## config.mk

```make
export PLATFORM = sky130hd
export DESIGN_NAME = lz_shift_normalizer_flat
export DESIGN_NICKNAME = d
export VERILOG_FILES = /design/src/rtl/lz_shift_normalizer_if.sv /design/src/rtl/lz_shift_normalizer.sv /design/src/flat_wrapper.sv
export SDC_FILE = /design/constraint.sdc
export NUM_CORES = 1
export LEC_CHECK = 0
export ABC_AREA = 0
export CAP_MARGIN = 20
export CORE_ASPECT_RATIO = 0.5
export CORE_MARGIN = 5
export CORE_UTILIZATION = 35
export CTS_CLUSTER_SIZE = 14
export DETAILED_ROUTE_END_ITERATION = 12
export GPL_TIMING_DRIVEN = 0
export PLACE_DENSITY = 0.67
export SYNTH_ARGS = -nofsm -noshare
export SYNTH_HDL_FRONTEND = slang
export SYNTH_SLANG_ARGS = --single-unit
```

## constraint.sdc

```tcl
create_clock -name clk -period 2.3 [get_ports clk]
set_clock_uncertainty 0.2 [all_clocks]
set_input_delay 0.345 -clock clk [delete_from_list [all_inputs] [get_ports clk]]
set_output_delay 0.345 -clock clk [all_outputs]
set_load 0.02 [all_outputs]
```

## src/rtl/lz_shift_normalizer_if.sv

```systemverilog
`default_nettype none
// ============================================================================
//  Module   : lz_shift_normalizer_if
//  Purpose  : Request/result bundle for the leading-zero shift normalizer.
//             The master drives the request and the slave returns the result.
//             Macro NORM_SHIFT_LIMIT_EN adds the shift-limit input and the
//             limited flag.
//  Revision : 1.0  initial release
// ============================================================================
interface lz_shift_normalizer_if #(
  parameter int SW = 26
);
  logic          start;
  logic [SW-1:0] Data_i;
  logic          busy;
  logic          done;
  logic [SW-1:0] Data_o;
  logic [4:0]    Shift_o;
  logic          Zero_o;
`ifdef NORM_SHIFT_LIMIT_EN
  logic [4:0]    Limit_i;
  logic          Limited_o;
`endif

  modport master (
    output start,
    output Data_i,
    input  busy,
    input  done,
    input  Data_o,
    input  Shift_o,
    input  Zero_o
`ifdef NORM_SHIFT_LIMIT_EN
    , output Limit_i
    , input  Limited_o
`endif
  );

  modport slave (
    input  start,
    input  Data_i,
    output busy,
    output done,
    output Data_o,
    output Shift_o,
    output Zero_o
`ifdef NORM_SHIFT_LIMIT_EN
    , input  Limit_i
    , output Limited_o
`endif
  );
endinterface
`default_nettype wire

```

## src/rtl/lz_shift_normalizer.sv

```systemverilog
`default_nettype none
// ============================================================================
//  Module   : lz_shift_normalizer
//  Purpose  : Sequential leading-zero normalizer. Shifts the captured
//             significand left one bit per cycle until its MSB is set and
//             counts the shifts (exponent decrement). Zero input is flagged.
//             Macro NORM_SHIFT_LIMIT_EN adds a shift limit for denormal
//             results, so the exponent cannot underflow.
//  Revision : 1.0  initial release
// ============================================================================
module lz_shift_normalizer #(
  parameter int SW = 26   // legal 2..32; must match the interface SW
) (
  input  logic                  clk,
  input  logic                  rst,
  lz_shift_normalizer_if.slave  bus
);

  typedef enum logic [1:0] {
    S_IDLE  = 2'd0,
    S_SHIFT = 2'd1,
    S_DONE  = 2'd2
  } state_t;

  state_t        state_q, state_d;
  logic [SW-1:0] data_q,  data_d;
  logic [4:0]    shift_q, shift_d;
  logic          zero_q,  zero_d;
`ifdef NORM_SHIFT_LIMIT_EN
  logic [4:0]    limit_q, limit_d;
  logic          limited_q, limited_d;
`endif

  // Next-state and datapath: load on accepted start, then test/shift per cycle
  always_comb begin
    state_d = state_q;
    data_d  = data_q;
    shift_d = shift_q;
    zero_d  = zero_q;
`ifdef NORM_SHIFT_LIMIT_EN
    limit_d   = limit_q;
    limited_d = limited_q;
`endif
    case (state_q)
      S_IDLE, S_DONE: begin
        // Start is accepted in DONE too, giving back-to-back operation
        if (bus.start) begin
          state_d = S_SHIFT;
          data_d  = bus.Data_i;
          shift_d = 5'd0;
          zero_d  = 1'b0;
`ifdef NORM_SHIFT_LIMIT_EN
          limit_d   = bus.Limit_i;
          limited_d = 1'b0;
`endif
        end else begin
          state_d = S_IDLE;
        end
      end
      S_SHIFT: begin
        if (data_q == '0) begin
          zero_d  = 1'b1;
          shift_d = 5'd0;
          state_d = S_DONE;
        end else if (data_q[SW-1]) begin
          state_d = S_DONE;
        end
`ifdef NORM_SHIFT_LIMIT_EN
        else if (shift_q == limit_q) begin
          limited_d = 1'b1;
          state_d   = S_DONE;
        end
`endif
        else begin
          // At most SW-1 shifts occur, so the 5-bit count never wraps
          data_d  = {data_q[SW-2:0], 1'b0};
          shift_d = shift_q + 5'd1;
        end
      end
      default: state_d = S_IDLE;
    endcase
  end

  // State and result registers with asynchronous reset
  always_ff @(posedge clk or posedge rst) begin
    if (rst) begin
      state_q <= S_IDLE;
      data_q  <= '0;
      shift_q <= 5'd0;
      zero_q  <= 1'b0;
`ifdef NORM_SHIFT_LIMIT_EN
      limit_q   <= 5'd0;
      limited_q <= 1'b0;
`endif
    end else begin
      state_q <= state_d;
      data_q  <= data_d;
      shift_q <= shift_d;
      zero_q  <= zero_d;
`ifdef NORM_SHIFT_LIMIT_EN
      limit_q   <= limit_d;
      limited_q <= limited_d;
`endif
    end
  end

  // Status flags decode the registered state only
  assign bus.busy    = (state_q == S_SHIFT);
  assign bus.done    = (state_q == S_DONE);
  assign bus.Data_o  = data_q;
  assign bus.Shift_o = shift_q;
  assign bus.Zero_o  = zero_q;
`ifdef NORM_SHIFT_LIMIT_EN
  assign bus.Limited_o = limited_q;
`endif

endmodule
`default_nettype wire

```

## src/flat_wrapper.sv

```systemverilog
// flat-port wrapper written by rule: the top's interface ports become plain ports
module lz_shift_normalizer_flat 
#(
  parameter int SW = 26                                              
)
  (clk, rst, bus_start, bus_Data_i, bus_busy, bus_done, bus_Data_o, bus_Shift_o, bus_Zero_o);
  lz_shift_normalizer_if #(.SW(SW)) bus_i ();
  input  logic clk;
  input  logic rst;
  input wire logic [$bits(bus_i.start)-1:0] bus_start;
  input wire logic [$bits(bus_i.Data_i)-1:0] bus_Data_i;
  output wire logic [$bits(bus_i.busy)-1:0] bus_busy;
  output wire logic [$bits(bus_i.done)-1:0] bus_done;
  output wire logic [$bits(bus_i.Data_o)-1:0] bus_Data_o;
  output wire logic [$bits(bus_i.Shift_o)-1:0] bus_Shift_o;
  output wire logic [$bits(bus_i.Zero_o)-1:0] bus_Zero_o;
  assign bus_i.start = bus_start;
  assign bus_i.Data_i = bus_Data_i;
  assign bus_busy = bus_i.busy;
  assign bus_done = bus_i.done;
  assign bus_Data_o = bus_i.Data_o;
  assign bus_Shift_o = bus_i.Shift_o;
  assign bus_Zero_o = bus_i.Zero_o;
  lz_shift_normalizer #(.SW(SW)) u_core (.clk(clk), .rst(rst), .bus(bus_i));
endmodule
```

After elaboration in Yosys (flattened, before gate mapping)
Cells that the tools add are included.

storage, ports and cells
  bits in registers = 34
  output and inout bits = 34

cells by class
  reductions and logical operators = 8
  $add $sub $neg = 1
  muxes and demuxes = 15
  equality and inequality tests = 8

operators with widths
  cell                 count
  $mux 26              3
  $pmux 26 s2          1
  $logic_not 26->1     1
  $mux 5               3
  $pmux 5 s2           1
  $reduce_and 3->1     3
  $ne 2x2->1 const B   3
  $add 5x1->5 const B  1
  $mux 2               2
  $pmux 2 s2           1
  $reduce_and 4->1     1
  $mux 1               3
  $ne 3x1->1 const B   1
  $ne 3x3->1 const B   1
  $eq 2x1->1 const B   1
  $eq 2x2->1 const B   1
  $logic_not 2->1      1
  $ne 2x1->1 const B   1
  $pmux 1 s2           1
  $reduce_bool 2->1    1
  $reduce_or 2->1      1

Longest topological paths before layout
  depth in word-level cells = 4
  gate-level depth with buffers = 7

Worst setup path before layout
OpenSTA, ideal clock, no wires.

  path kind = flip-flop to flip-flop
  start point = register u_core.data_q[19], in the netlist u_core.bus.Data_o[19]
  end point = register u_core.data_q[18], in the netlist u_core.bus.Data_o[18]
  path slack = 0.304 ns
  stages on the path, launching flop included = 7
  period minus slack after synthesis = 1.996 ns
  arrival time = 1.671 ns
  data required time = 1.975 ns
  path buffers = 1
  cells stage by stage = dfrtp_1 > nor4_1 > nand4_1 > nor2_4 > a21oi_4 > buf_12 > mux2_4

on the way
  longest elaborated chain between the ends = 3

ends and longest elaborated chain
  element                     line                       text
  start: declaration          lz_shift_normalizer.sv:26  logic [SW-1:0] data_q, data_d;
  start signal: assignment    lz_shift_normalizer.sv:97  data_q <= data_d;
  $logic_not 26->1            lz_shift_normalizer.sv:61  if (data_q == '0) begin
  $ne 2x2->1 (no line)        --
  $reduce_and 4->1 (no line)  --

No other way between the ends.
A chain may end at the register's enable or synchronous reset.

Final worst setup path
  start point = register u_core.data_q[19], in the netlist u_core.bus.Data_o[19]
  end point = register u_core.data_q[7], in the netlist u_core.bus.Data_o[7]

The elaborated chain is that of the path after synthesis.

==> flow_summary_export.csv <==
group,metric,value,unit
floorplan,fp.dieW,115,µm
worst_setup_path,criticalPathCategory,"reg -> reg",
synth,syn-num-nets,216,
clocking,htreeDepth,2,
synth,synth_top_area_share,44.1,%
worst_setup_path,crit_fanout,10,
routing,vias,1545,
synth,syn_area_per_cell,10.4,µm²
global_route,grt_overflow,0,
worst_setup_path,arrival,2.15,ns
clocking,clk_latency,0.29,ns
synth,yosysUniqueCellTypes,34,
cells_and_area,fin_nets,285,
sta,fin_crit_sh,94.4,%
global_route,grt_max_degree,23,
worst_setup_path,worst_setup_path_end_kind,"flop",
sta,setup_viol,0,
cells_and_area,areaGrowthSynthToFinish,42.8,%
clocking,cts_tree,"built",
floorplan,num_io_pins,63,
routing,viasPerCell,4.70,
synth,ys_top_cells_by_area,"dfrtp_1 (44%), mux2_4 (12%), o21ai_0 (5.2%)",
sta,slew_headroom,55.3,%
clocking,cts_buffers,5,
floorplan,die_height,62.5,µm
power_and_ir_drop,power_density,1420,nW/µm²
cells_and_area,utilization,50.8,%
placed_design,io_buffers,62,
floorplan,die-area,7180,µm²
worst_setup_path,start_kind,"flop",
cells_and_area,fin_cells,329,
clocking,hold_buffers,0,
routing,avgRoutedWirePerCell,15.2,µm
floorplan,start_util,35.6,%
synth,yosys.area.top_type,"dfrtp_1",
sta,period_needed,2.17,ns
synth,seq_area_frac_synth,44.1,%
sta,fin_tns_setup,0,ns
sta,rsz0062_at_grt,"no",
sta,maxSlewViolCount,0,
worst_setup_path,crit_required,2.27,ns
cells_and_area,antenna_cells,0,
job,maxCapViolCount,0,
outcome,outcome,"complete, no violations",
global_route,grt_pass1_vias,1602,
global_route,grt.total_usage,14.5,%
clocking,clkSlewWorstSetupHoldPaths,0.07,ns
placed_design,hpwl,3870,µm
routing,drc,0,
floorplan,rows,19,
clocking,ctsRootBufferMaster,"clkbuf_8",
clocking,cts_buffer_depth,2,
placed_design,place.gp.congestion,0.820,
sta,worst_pin_slew,0.665,ns
synth,syn_area,1930,µm²
floorplan,coreArea,5420,µm²
power_and_ir_drop,ir_worst_vdd,0.000602,V
sta,hold_violations,0,
power_and_ir_drop,leakage,1.18,nW
synth,ys_ff_latch,34,
routing,antenna_left,0,
cells_and_area,drive_gt1_share,18.4,%
min_path,min_path_type,"in -> async",
global_route,grt_pass1_wl,8300,µm
placed_design,placed_cells,322,
routing,drtIter0Drc,48,
synth,netlist_instances,186,
global_route,antenna_found_initial,0,
clocking,post-cts-setup-buffers,0,
power_and_ir_drop,power,3.91,mW
synth,yosys_warnings,0,
routing,routed_wl,4990,µm
sta,max_freq,0.460,GHz
routing,drt-pass1-iter-count,4,
clocking,cts.sinks,34,
cell type report:
type | count | area (µm²)
Fill cell | 515 | 2670
Clock buffer | 7 | 86.3
Multi-Input combinational cell | 135 | 971
Sequential cell | 34 | 851
Buffer | 10 | 80.1
Timing Repair Buffer | 63 | 647
Clock inverter | 1 | 5.00
Tap cell | 73 | 91.3
Inverter | 6 | 22.5
kinds of logic after synthesis:
logic type      Yosys count  synth area share [%]
buf+inv                  17                  5.52
simple gates             75                  22.0
fa+ha+maj                 1                 0.649
xor+xnor                  3                  1.36
flops                    34                  44.1
compound gates           32                  9.67
mux                      24                  16.7
repair_timing:
item	4_1_cts	5_1_grt
endpoints found under the setup margin	1	6
pin swaps	0	1
resized for setup	1	0
critical path, stage by stage (launching register included):
cell,delay (ns)
dfrtp_1,0.42
nor4_1,0.33
nand4_1,0.26
nor2_4,0.23
a21oi_4,0.13
buf_12,0.18
mux2_4,0.30
worst paths after layout:
| kind | start | cells after the start | slack [ns] | end |
|---|---|---|---|---|
| max in group asynchronous | rst | 3 | 1.16 | u_core.bus.Data_o[10] |
| min | rst | 2 | 0.22 | u_core.bus.Shift_o[0] |
| min reg2reg | u_core.bus.Zero_o | 1 | 0.30 | u_core.bus.Zero_o |
| min in group clk | u_core.bus.Zero_o | 1 | 0.30 | u_core.bus.Zero_o |
| max | u_core.bus.Data_o[19] | 6 | 0.13 | u_core.bus.Data_o[7] |
| max reg2reg | u_core.bus.Data_o[19] | 6 | 0.13 | u_core.bus.Data_o[7] |
sequential cells by signal (all words and copies together), names as in the netlist:
register	flops
u_core.bus.Zero_o	1
u_core.state_q	2
u_core.bus.Shift_o	5
u_core.bus.Data_o	26
layer usage:
layer / vias up / GRT usage, % / share of wire, %
li1: 774 / - / -
met1: 742 / 19.2 / 46
met2: 26 / 23.7 / 49
met3: 3 / 3.38 / 4.0
met4: 0 / 3.95 / 0.58
met5: - / 0 / 0
synth_stat cells (all sizes together):
library cell	number
nand3	1
and2b	1
o21ai	21
nand2	26
nor2b	1
xor2	3
o41ai	1
nor2	10
a21oi	7
nand4	3
nand2b	10
clkbuf	5
o31ai	1
a22o	2
buf	6
mux2i	4
nor3b	4
mux2	20
inv	6
or2b	12
nor4	6
ha	1
and3	1
dfrtp	34
placed cells by master (no fill, tap or decap), types with 4 or more instances in the layout:
cell type / count
mux2_2: 5
nor3b_1: 4
or2b_2: 9
nand2_1: 26
a21oi_1: 6
nor2_1: 9
nor4_1: 6
inv_1: 6
dfrtp_1: 34
clkbuf_1: 5
o21ai_0: 20
nand2b_1: 10
clkdlybuf4s50_1: 61
clkbuf_8: 6
mux2_4: 15
mux2i_1: 4
power breakdown:
group / internal, mW / switching, mW
sequential: 0.861 / 0.285
clock: 0.241 / 0.217
combinational: 1.20 / 1.11
through the flow:
stage	setup WS, ns	hold WS (ns)	instance area (µm²)
2_1_floorplan	0.304	0.285	1930
3_3_place_gp	0.0303	0.289	2640
3_5_place_dp	0.0191	0.294	2670
4_1_cts	0.114	0.246	2750
5_1_grt	0.0271	0.268	2750
6_report	0.128	0.223	2750
Power figures use the tool's default switching activity.
